[config.mk]
export PLATFORM = sky130hd
export DESIGN_NAME = serial_frame_tx
export DESIGN_NICKNAME = d
export VERILOG_FILES = /design/src/rtl/serial_frame_tx.sv
export SDC_FILE = /design/constraint.sdc
export NUM_CORES = 1
export LEC_CHECK = 0
export BUFFER_PORTS_ARGS = -buffer_cell sky130_fd_sc_hd__buf_2
export CORE_UTILIZATION = 35
export CTS_CLUSTER_DIAMETER = 200
export DETAILED_ROUTE_END_ITERATION = 8
export GPL_ROUTABILITY_DRIVEN = 0
export GPL_TIMING_DRIVEN = 0
export HOLD_SLACK_MARGIN = 0.02
export PLACE_DENSITY = 0.61
export SLEW_MARGIN = 20
export SYNTH_ARGS = -nofsm -noshare
export SYNTH_HDL_FRONTEND = slang
export SYNTH_SLANG_ARGS = --single-unit
[constraint.sdc]
create_clock -name clk -period 1.9 [get_ports clk]
set_clock_uncertainty 0.15 [all_clocks]
set_input_delay 0.285 -clock clk [delete_from_list [all_inputs] [get_ports clk]]
set_output_delay 0.285 -clock clk [all_outputs]
set_load 0.1 [all_outputs]
[src/rtl/serial_frame_tx.sv]
// serial_frame_tx: turns one parallel payload into a serial frame on a single line.
// A frame is the preamble 0,1,0, then DATA_W payload bits, then GAP idle '1' bits,
// and the line rests at '1' between frames. Completed frames are counted in
// frames_sent, which wraps silently.
module serial_frame_tx #(
    parameter int DATA_W    = 8,   // payload bits per frame (>= 2)
    parameter int GAP       = 1,   // idle '1' bits after the payload, 0..15
    parameter int CNT_W     = 10,  // width of frames_sent
    parameter bit MSB_FIRST = 1'b1 // 1: payload bit DATA_W-1 goes out first
) (
    input  logic              clk,
    input  logic              rst,
    input  logic              in_valid,
    input  logic [DATA_W-1:0] in_data,
    output logic              in_ready,
    output logic              tx,
    output logic              busy,
    output logic              frame_done,
    output logic [CNT_W-1:0]  frames_sent
);

    localparam int CW = (DATA_W > 1) ? $clog2(DATA_W) : 1;

    // Bit counter value while the last payload bit is on the line, and the one before it.
    localparam logic [CW-1:0]    CNT_LAST = CW'(DATA_W - 1);
    localparam logic [CW-1:0]    CNT_PEN  = CW'(DATA_W - 2);
    localparam logic [CW-1:0]    CNT_ZERO = '0;
    localparam logic [CW-1:0]    CNT_ONE  = CW'(1);
    localparam logic [3:0]       GAP_LAST = (GAP == 0) ? 4'd0 : 4'(GAP - 1);
    localparam logic [CNT_W-1:0] FRM_ONE  = CNT_W'(1);

    typedef enum logic [2:0] {
        S_IDLE = 3'd0,
        S_PRE0 = 3'd1,
        S_PRE1 = 3'd2,
        S_PRE2 = 3'd3,
        S_DATA = 3'd4,
        S_GAP  = 3'd5
    } state_t;

    state_t             r_state;
    logic               r_tx;
    logic               r_frame_done;
    logic [DATA_W-1:0]  r_shift;
    logic [CW-1:0]      r_bit_cnt;
    logic [3:0]         r_gap_cnt;
    logic [CNT_W-1:0]   r_frames_sent;

    // Bit that goes on the line next, taken from the head of the shift register.
    function automatic logic head_bit(input logic [DATA_W-1:0] s);
        return MSB_FIRST ? s[DATA_W-1] : s[0];
    endfunction

    // Shift register after its head bit has been consumed.
    function automatic logic [DATA_W-1:0] shift_out(input logic [DATA_W-1:0] s);
        return MSB_FIRST ? {s[DATA_W-2:0], 1'b0} : {1'b0, s[DATA_W-1:1]};
    endfunction

    // Frame sequencer: tx and frame_done are registered together with the state
    // so that the line value always belongs to the state it is shown in.
    always_ff @(posedge clk) begin
        if (rst) begin
            r_state       <= S_IDLE;
            r_tx          <= 1'b1;
            r_frame_done  <= 1'b0;
            r_shift       <= '0;
            r_bit_cnt     <= '0;
            r_gap_cnt     <= '0;
            r_frames_sent <= '0;
        end else begin
            r_frame_done <= 1'b0;
            case (r_state)
                S_IDLE: begin
                    r_tx <= 1'b1;
                    if (in_valid) begin
                        r_shift <= in_data;
                        r_tx    <= 1'b0;
                        r_state <= S_PRE0;
                    end
                end
                S_PRE0: begin
                    r_tx    <= 1'b1;
                    r_state <= S_PRE1;
                end
                S_PRE1: begin
                    r_tx    <= 1'b0;
                    r_state <= S_PRE2;
                end
                S_PRE2: begin
                    r_tx         <= head_bit(r_shift);
                    r_shift      <= shift_out(r_shift);
                    r_bit_cnt    <= CNT_ZERO;
                    r_frame_done <= (DATA_W == 1);
                    r_state      <= S_DATA;
                end
                S_DATA: begin
                    if (r_bit_cnt == CNT_LAST) begin
                        // Last payload bit is on the line this cycle: the frame is complete.
                        r_frames_sent <= r_frames_sent + FRM_ONE;
                        r_tx          <= 1'b1;
                        r_bit_cnt     <= CNT_ZERO;
                        r_gap_cnt     <= 4'd0;
                        r_state       <= (GAP == 0) ? S_IDLE : S_GAP;
                    end else begin
                        r_tx         <= head_bit(r_shift);
                        r_shift      <= shift_out(r_shift);
                        r_bit_cnt    <= r_bit_cnt + CNT_ONE;
                        r_frame_done <= (r_bit_cnt == CNT_PEN);
                    end
                end
                S_GAP: begin
                    r_tx <= 1'b1;
                    if (r_gap_cnt == GAP_LAST) begin
                        r_state <= S_IDLE;
                    end else begin
                        r_gap_cnt <= r_gap_cnt + 4'd1;
                    end
                end
                default: begin
                    r_tx    <= 1'b1;
                    r_state <= S_IDLE;
                end
            endcase
        end
    end

    assign in_ready    = (r_state == S_IDLE);
    assign busy        = (r_state != S_IDLE);
    assign tx          = r_tx;
    assign frame_done  = r_frame_done;
    assign frames_sent = r_frames_sent;

endmodule
==> results of run 1 <==
synthesized netlist by cell type, drive strengths merged:
cell type	n	share of area (%)
nand4	3	1.2
inv	9	2.2
o211ai	1	1.4
dfxtp	30	39
nand3b	3	1.4
mux2	1	0.72
o21ai	7	2.3
and4bb	1	0.80
nor2	27	7.3
nand4bb	1	0.72
clkbuf	6	1.4
a211oi	6	3.5
or4b	2	1.8
nand2b	2	0.80
a31oi	1	0.40
buf	4	2.7
xnor2	5	2.8
a311oi	2	1.1
or3	1	0.40
nor3	7	2.3
nor4	2	0.80
and3b	2	1.1
o21bai	1	0.48
mux2i	6	3.9
ha	6	4.8
or2	2	0.80
nor3b	1	0.48
a2111oi	2	1.1
nand2	12	2.9
a31o	1	0.56
nand3	6	2.3
xor2	2	1.1
a21oi	16	5.4
a21o	1	0.48
flip-flops by register name, summed over array words and instances (netlist names):
register,cells
frames_sent,10
r_shift,8
tx,1
r_bit_cnt,3
r_gap_cnt,4
r_state,3
frame_done,1
layout by cell type, fill, tap and decap left out, types with 4 or more instances in the layout:
cell / count
clkbuf_8: 6
o21ai_0: 7
nand3_1: 5
buf_2: 24
nor2_1: 20
nor3_1: 7
ha_1: 4
inv_1: 9
dfxtp_1: 22
a21oi_1: 15
buf_6: 7
buf_4: 4
xnor2_1: 5
dfxtp_2: 8
nor2_2: 5
nand2_1: 12
mux2i_1: 6
metal layers:
layer,wire length [um],track usage (%),share of wire (%)
met4,74,9.38,2.1
met5,0,0,0
met3,113,5.10,3.2
met1,1680,20.5,48
met2,1640,27.6,47
per-stage QoR:
step                utilization [%]  std cells  instance area [um2]  setup slack, ns  hold slack [ns]
floorplan                         -        179                 1590           -0.616            0.272
global placement               42.7        253                 1770           -0.128            0.318
detailed placement             42.7        253                 1770           -0.138            0.325
CTS                            47.6        267                 1970           -0.102            0.102
global route                   47.5        265                 1970           -0.118            0.109
finish                         47.5        265                 1970          -0.0603            0.110
repair_timing:
action	4_1_cts	5_1_grt
setup buffers	8	0
resized for setup	12	7
setup endpoints to repair	10	13
pin swaps	10	3
gates cloned	1	0
critical path, delay by kind of cell, from the launching register on:
| kind | cells | cell delay, ns |
|---|---|---|
| AO/OA/AOI/OAI | 2 | 0.36 |
| flip-flops | 1 | 0.34 |
| adder cells (fa/ha/maj) | 2 | 0.32 |
| AND/OR/NAND/NOR | 2 | 0.55 |
| buffers and inverters | 1 | 0.17 |
power breakdown:
part	leakage, nW	switching [mW]	internal [mW]
Sequential	0.248	0.0322	0.675
Combinational	0.498	0.313	0.197
Clock	0.0431	0.232	0.279
Total	0.789	0.577	1.15
logic make-up after synthesis:
logic type,after synthesis
AND/OR/NAND/NOR,72
flip-flops,30
XOR/XNOR,7
adder cells (fa/ha/maj),6
buffers and inverters,19
multiplexers,7
AO/OA/AOI/OAI,38
final timing paths:
path / slack [ns] / depth (start not counted) / endpoint / start
hold / removal: 0.11 / 3 / r_shift[0] / in_data[0]
setup reg to reg: -0.06 / 7 / r_shift[6] / r_bit_cnt[0]
hold reg to reg: 0.33 / 2 / frames_sent[1] / frames_sent[1]
setup / recovery: -0.06 / 7 / r_shift[6] / r_bit_cnt[0]
layout make-up:
class                           count  area (um2)  share of cell area [%]
Buffer                              8        57.6                    2.92
Clock buffer                        6        82.6                    4.20
Timing Repair Buffer               32         208                    10.6
Inverter                            9        33.8                    1.72
Multi-Input combinational cell    130         913                    46.4
Tap cell                           50        62.6                    3.18
Sequential cell                    30         611                    31.0
==> run metrics, run 1 <==
Slew headroom=~59%; failing checks=setup timing; Power, Total=~1.7 mW; Hold Buf Count CTS=0; Crit Path Class=flop to flop; slowest stage delay, CP=between 0.5 and 0.6 ns; register area share after synthesis=between 30 and 40%; vias=about 1300; number of buffers added on ports=24; post-synthesis area per instance=about 8.7 um2; Initial Util=a little under two fifths; GRT Total Usage=17.2%; post-synthesis mux area share=under 10%; Fmax achieved=~510 MHz; Layout Nets=roughly 230; clk sinks=30; die area=4720 um2; type of origin of the critical path=flop; status=finished with violations; DRC violation count after routing=0; boundary pin count=25; H-tree levels=2; Worst EP arrival=approximately 2.0 ns; core area=a little over 4000 um2; worst path cell trace=ha_4 -> ha_4 -> or4b_4 -> o211ai_4 -> buf_12 -> nor2_2 -> a211oi_2; maximum vdd ir drop=roughly 0.00043 V; endpoint class of the critical path=flop; clk_lat worst skew=around 0.28 ns; die height=a little under 70 um; remaining global-route overflow=0; flops & latches, synth=30; routed wire length=3500 um; hpwl dp=2290 um; post-synth cell types=approximately 40; Synth Area in Simple Gates=between 20% and 30%; final setup TNS=-0.257 ns; Max-cap violations=0; Tmin final=1.96 ns; share of layout cells above drive strength 1=34.9%; Wirelength per Cell=13.2 um; largest net degree at the start of global routing=11; fin. max-slew vios=0; Adder-Cell Fraction of Synth Area=roughly 4.8%; clk buf depth=2; post-route setup slack=-0.0603 ns; CTS tree=yes; vias per cell=5.03; Filler Cells Inserted=416; Worst-path clk slew=roughly 0.06 ns; CP Max Fanout=7; Post-Synth XOR/XNOR Area=3.94%; fin crit share=103%; leak pwr=0.789 nW; worst hold path type=input port to flop; Pre-antenna DRT Iters=4; Slowest cell on crit path=or4b_4; post-synthesis compound-gate area fraction=between 15 and 20%; Final Hold Fails=0; Layout area overhead=26.4%; final setup vio count=8; DRT iter0 DRCs=72; ant diodes=0; Die X=68.7 um; vias in the first global route=1212; Routed Antenna Nets=0; WP data required=1.95 ns; Worst-Margin Slew=about 0.61 ns; yosys warns=0; synthesized area=1560 um2; first-pass GRT wire length=between 5000 and 6000 um; CTS root buffer=clkbuf_8; Post-Syn Instances=~180; initial antenna violation count=0; unrepaired setup endpoints after global routing=true; CTS buffer count=5; crit-path most repeated cell=ha_4; standard-cell row count=23; PD cells=a little under 900 nW/um2; main combinational cell family by area after synthesis=simple AND/OR/NAND/NOR gates; syn nets=between 150 and 200
Note: power is estimated with default switching activity, not from simulation.
==> inputs of run 2 (changes only) <==
--- a/config.mk
+++ b/config.mk
@@ -8,3 +8,3 @@
 export BUFFER_PORTS_ARGS = -buffer_cell sky130_fd_sc_hd__buf_2
-export CORE_UTILIZATION = 35
+export CORE_UTILIZATION = 30
 export CTS_CLUSTER_DIAMETER = 200
@@ -14,3 +14,3 @@
 export HOLD_SLACK_MARGIN = 0.02
-export PLACE_DENSITY = 0.61
+export PLACE_DENSITY = 0.53
 export SLEW_MARGIN = 20
==> constraint.sdc (replaced) <==
create_clock -name clk -period 2.2 [get_ports clk]
set_clock_uncertainty 0.15 [all_clocks]
set_input_delay 0.33 -clock clk [delete_from_list [all_inputs] [get_ports clk]]
set_output_delay 0.33 -clock clk [all_outputs]
set_load 0.02 [all_outputs]
==> run metrics, run 2 (synthesis gave the netlist of run 1 again) <==
remaining global-route overflow=0 (unchanged); type of origin of the critical path=flop (unchanged); Initial Util=32.1% (was 37.6%); CTS tree=yes (unchanged); post-CTS sizing=0 (was 12); final setup TNS=0 ns (was -0.257 ns); Die X=74.0 um (was 68.7 um); vias in the first global route=1161 (was 1212); Worst EP arrival=2.17 ns (was 2.01 ns); internal power=0.954 mW (was 1.15 mW); Crit Path Class=flop to flop (unchanged); PD cells=733 nW/um2 (was 878 nW/um2); met1 WL=1660 um (was 1680 um); combinational share of power=20.7% (was 29.5%); clk buf depth=2 (unchanged); hold path start=in_data[0] (unchanged); WP data required=2.26 ns (was 1.95 ns); Max-cap violations=0 (unchanged); share of layout cells above drive strength 1=23.7% (was 34.9%); vias=1322 (was 1332); top cell family by delay on the critical path=simple AND/OR/NAND/NOR gates (unchanged); RR Endpoint=r_shift[6] (unchanged); Wirelength per Cell=12.0 um (was 13.2 um); clock power share=34.6% (was 29.6%); Final Hold Fails=0 (unchanged); slowest stage delay, CP=0.55 ns (was 0.51 ns); max reg flops=10 (unchanged); Worst-Margin Slew=0.586 ns (was 0.609 ns); Flop pwr share=44.7% (was 40.9%); vias per cell=4.76 (was 5.03); first-pass GRT wire length=5620 um (was 5690 um); met3 wire len=165 um (was 113 um); hpwl dp=2350 um (was 2290 um); status=finished, final reports clean (was finished with violations); H-tree levels=2 (unchanged); Min-Delay Path Depth=3 (unchanged); worst hold path type=input port to flop (unchanged); CTS root buffer=clkbuf_8 (unchanged); largest net degree at the start of global routing=11 (unchanged); GRT Total Usage=13.9% (was 17.2%); Slowest cell on crit path=or4b_4 (unchanged); fin crit share=96.1% (was 103%); fin area=1850 um2 (was 1970 um2); Fmax achieved=473 MHz (was 510 MHz); leading cell types in the layout, fill and taps excluded=dfxtp_1, buf_2, nor2_1, a21oi_1, nand2_1 (was buf_2, dfxtp_1, nor2_1, a21oi_1, nand2_1); leak pwr=0.739 nW (was 0.789 nW); final setup vio count=0 (was 8); maximum vdd ir drop=0.000252 V (was 0.000427 V); sw power=0.402 mW (was 0.577 mW); uppermost layer routed=met4 (unchanged); die area=5480 um2 (was 4720 um2); Routed Antenna Nets=0 (unchanged); WL met2=1450 um (was 1640 um); endpoint class of the critical path=flop (unchanged); Slew headroom=60.8% (was 59.4%); Pre-antenna DRT Iters=4 (unchanged); core area=4850 um2 (was 4140 um2); Layout Nets=227 (was 233); Hold EP=r_shift[0] (unchanged); Worst-path clk slew=0.07 ns (was 0.06 ns); crit-path most repeated cell=ha_1 (was ha_4); DRC violation count after routing=0 (unchanged); ant diodes=0 (unchanged); DRT iter0 DRCs=71 (was 72); RR Startpoint=r_bit_cnt[0] (unchanged); standard-cell row count=25 (was 23); FF-to-FF setup slack=0.09 ns (was -0.06 ns); CTS buffer count=5 (unchanged); Post-CTS Setup Repair Bufs=0 (was 8); Placement Cell Area=1760 um2 (was 1770 um2); routed wire length=3340 um (was 3500 um); number of buffers added on ports=24 (unchanged); Layout area overhead=19.0% (was 26.4%); clk sinks=30 (unchanged); die height=74.0 um (was 68.7 um); worst reg2reg path depth=7 (unchanged); fin. max-slew vios=0 (unchanged); WP buf/inv=1 (unchanged); CP Max Fanout=10 (was 7); Hold Buf Count CTS=0 (unchanged); initial antenna violation count=0 (unchanged); Switching Share=29.6% (was 33.4%); most common cell after layout, fill and taps aside=dfxtp_1 (was buf_2); clk_lat worst skew=0.29 ns (was 0.28 ns); unrepaired setup endpoints after global routing=false (was true); boundary pin count=25 (unchanged); Tmin final=2.11 ns (was 1.96 ns); worst path cell trace=ha_1 -> ha_1 -> or4b_4 -> o211ai_4 -> buf_12 -> nor2_2 -> a211oi_2 (was ha_4 -> ha_4 -> or4b_4 -> o211ai_4 -> buf_12 -> nor2_2 -> a211oi_2)
==> run 2: changes by cell type in the layout (fill, tap and decap cells not counted), sizes merged <==
cell	delta
clkbuf	+3
buf	-8
clkinv	+1
==> run 2: layout make-up <==
cell class                 instances  area (um2)
multi-input combinational        130         858
fill                             536        3000
clock buffer                       7        86.3
buffer                            10        63.8
clock inverter                     1        5.00
sequential                        30         601
timing repair buffer              24         120
inverter                           9        33.8
tap                               67        83.8
==> run 2: routing by layer <==
| layer | track usage (%) | up-vias |
|---|---|---|
| met4 | 6.41 | 0 |
| li1 | - | 692 |
| met1 | 19.4 | 593 |
| met3 | 4.20 | 7 |
| met2 | 19.3 | 30 |
| met5 | 0 | - |
==> run 2: how the worst max path moves through the flow <==
stage,start,endpoint,slack (ns),depth (start not counted)
CTS,r_bit_cnt[0],r_shift[6],0.06,7
global placement,r_bit_cnt[0],r_shift[6],0.10,7
finish,r_bit_cnt[0],r_shift[6],0.09,7
detailed placement,r_bit_cnt[0],r_shift[6],0.1,7
floorplan,r_bit_cnt[0],r_shift[5],0.25,7
global route,r_bit_cnt[0],r_shift[5],0.008,7
==> run 2: worst min-delay path, cell delays in order <==
cell     delay [ns]
buf_2          0.10
nand3_2        0.05
a21oi_2        0.04
==> run 2: metrics by stage <==
step                      power, mW  std cells  setup WS (ns)  utilization [%]  hold slack, ns
after floorplan               0.832        179          0.252                -           0.295
after global placement        0.900        270          0.101             36.3           0.321
after detailed placement      0.902        270         0.0966             36.3           0.318
after CTS                      1.38        278         0.0622             38.2           0.132
after global routing           1.43        278        0.00814             38.2           0.131
final                          1.36        278         0.0864             38.2           0.138
==> run 2: power by group through the flow <==
stage | combinational, mW | clock (mW) | sequential (mW)
global placement | 0.282 | 0 | 0.618
detailed placement | 0.284 | 0 | 0.618
global route | 0.314 | 0.508 | 0.611
finish | 0.281 | 0.469 | 0.606
floorplan | 0.216 | 0 | 0.617
CTS | 0.286 | 0.486 | 0.606
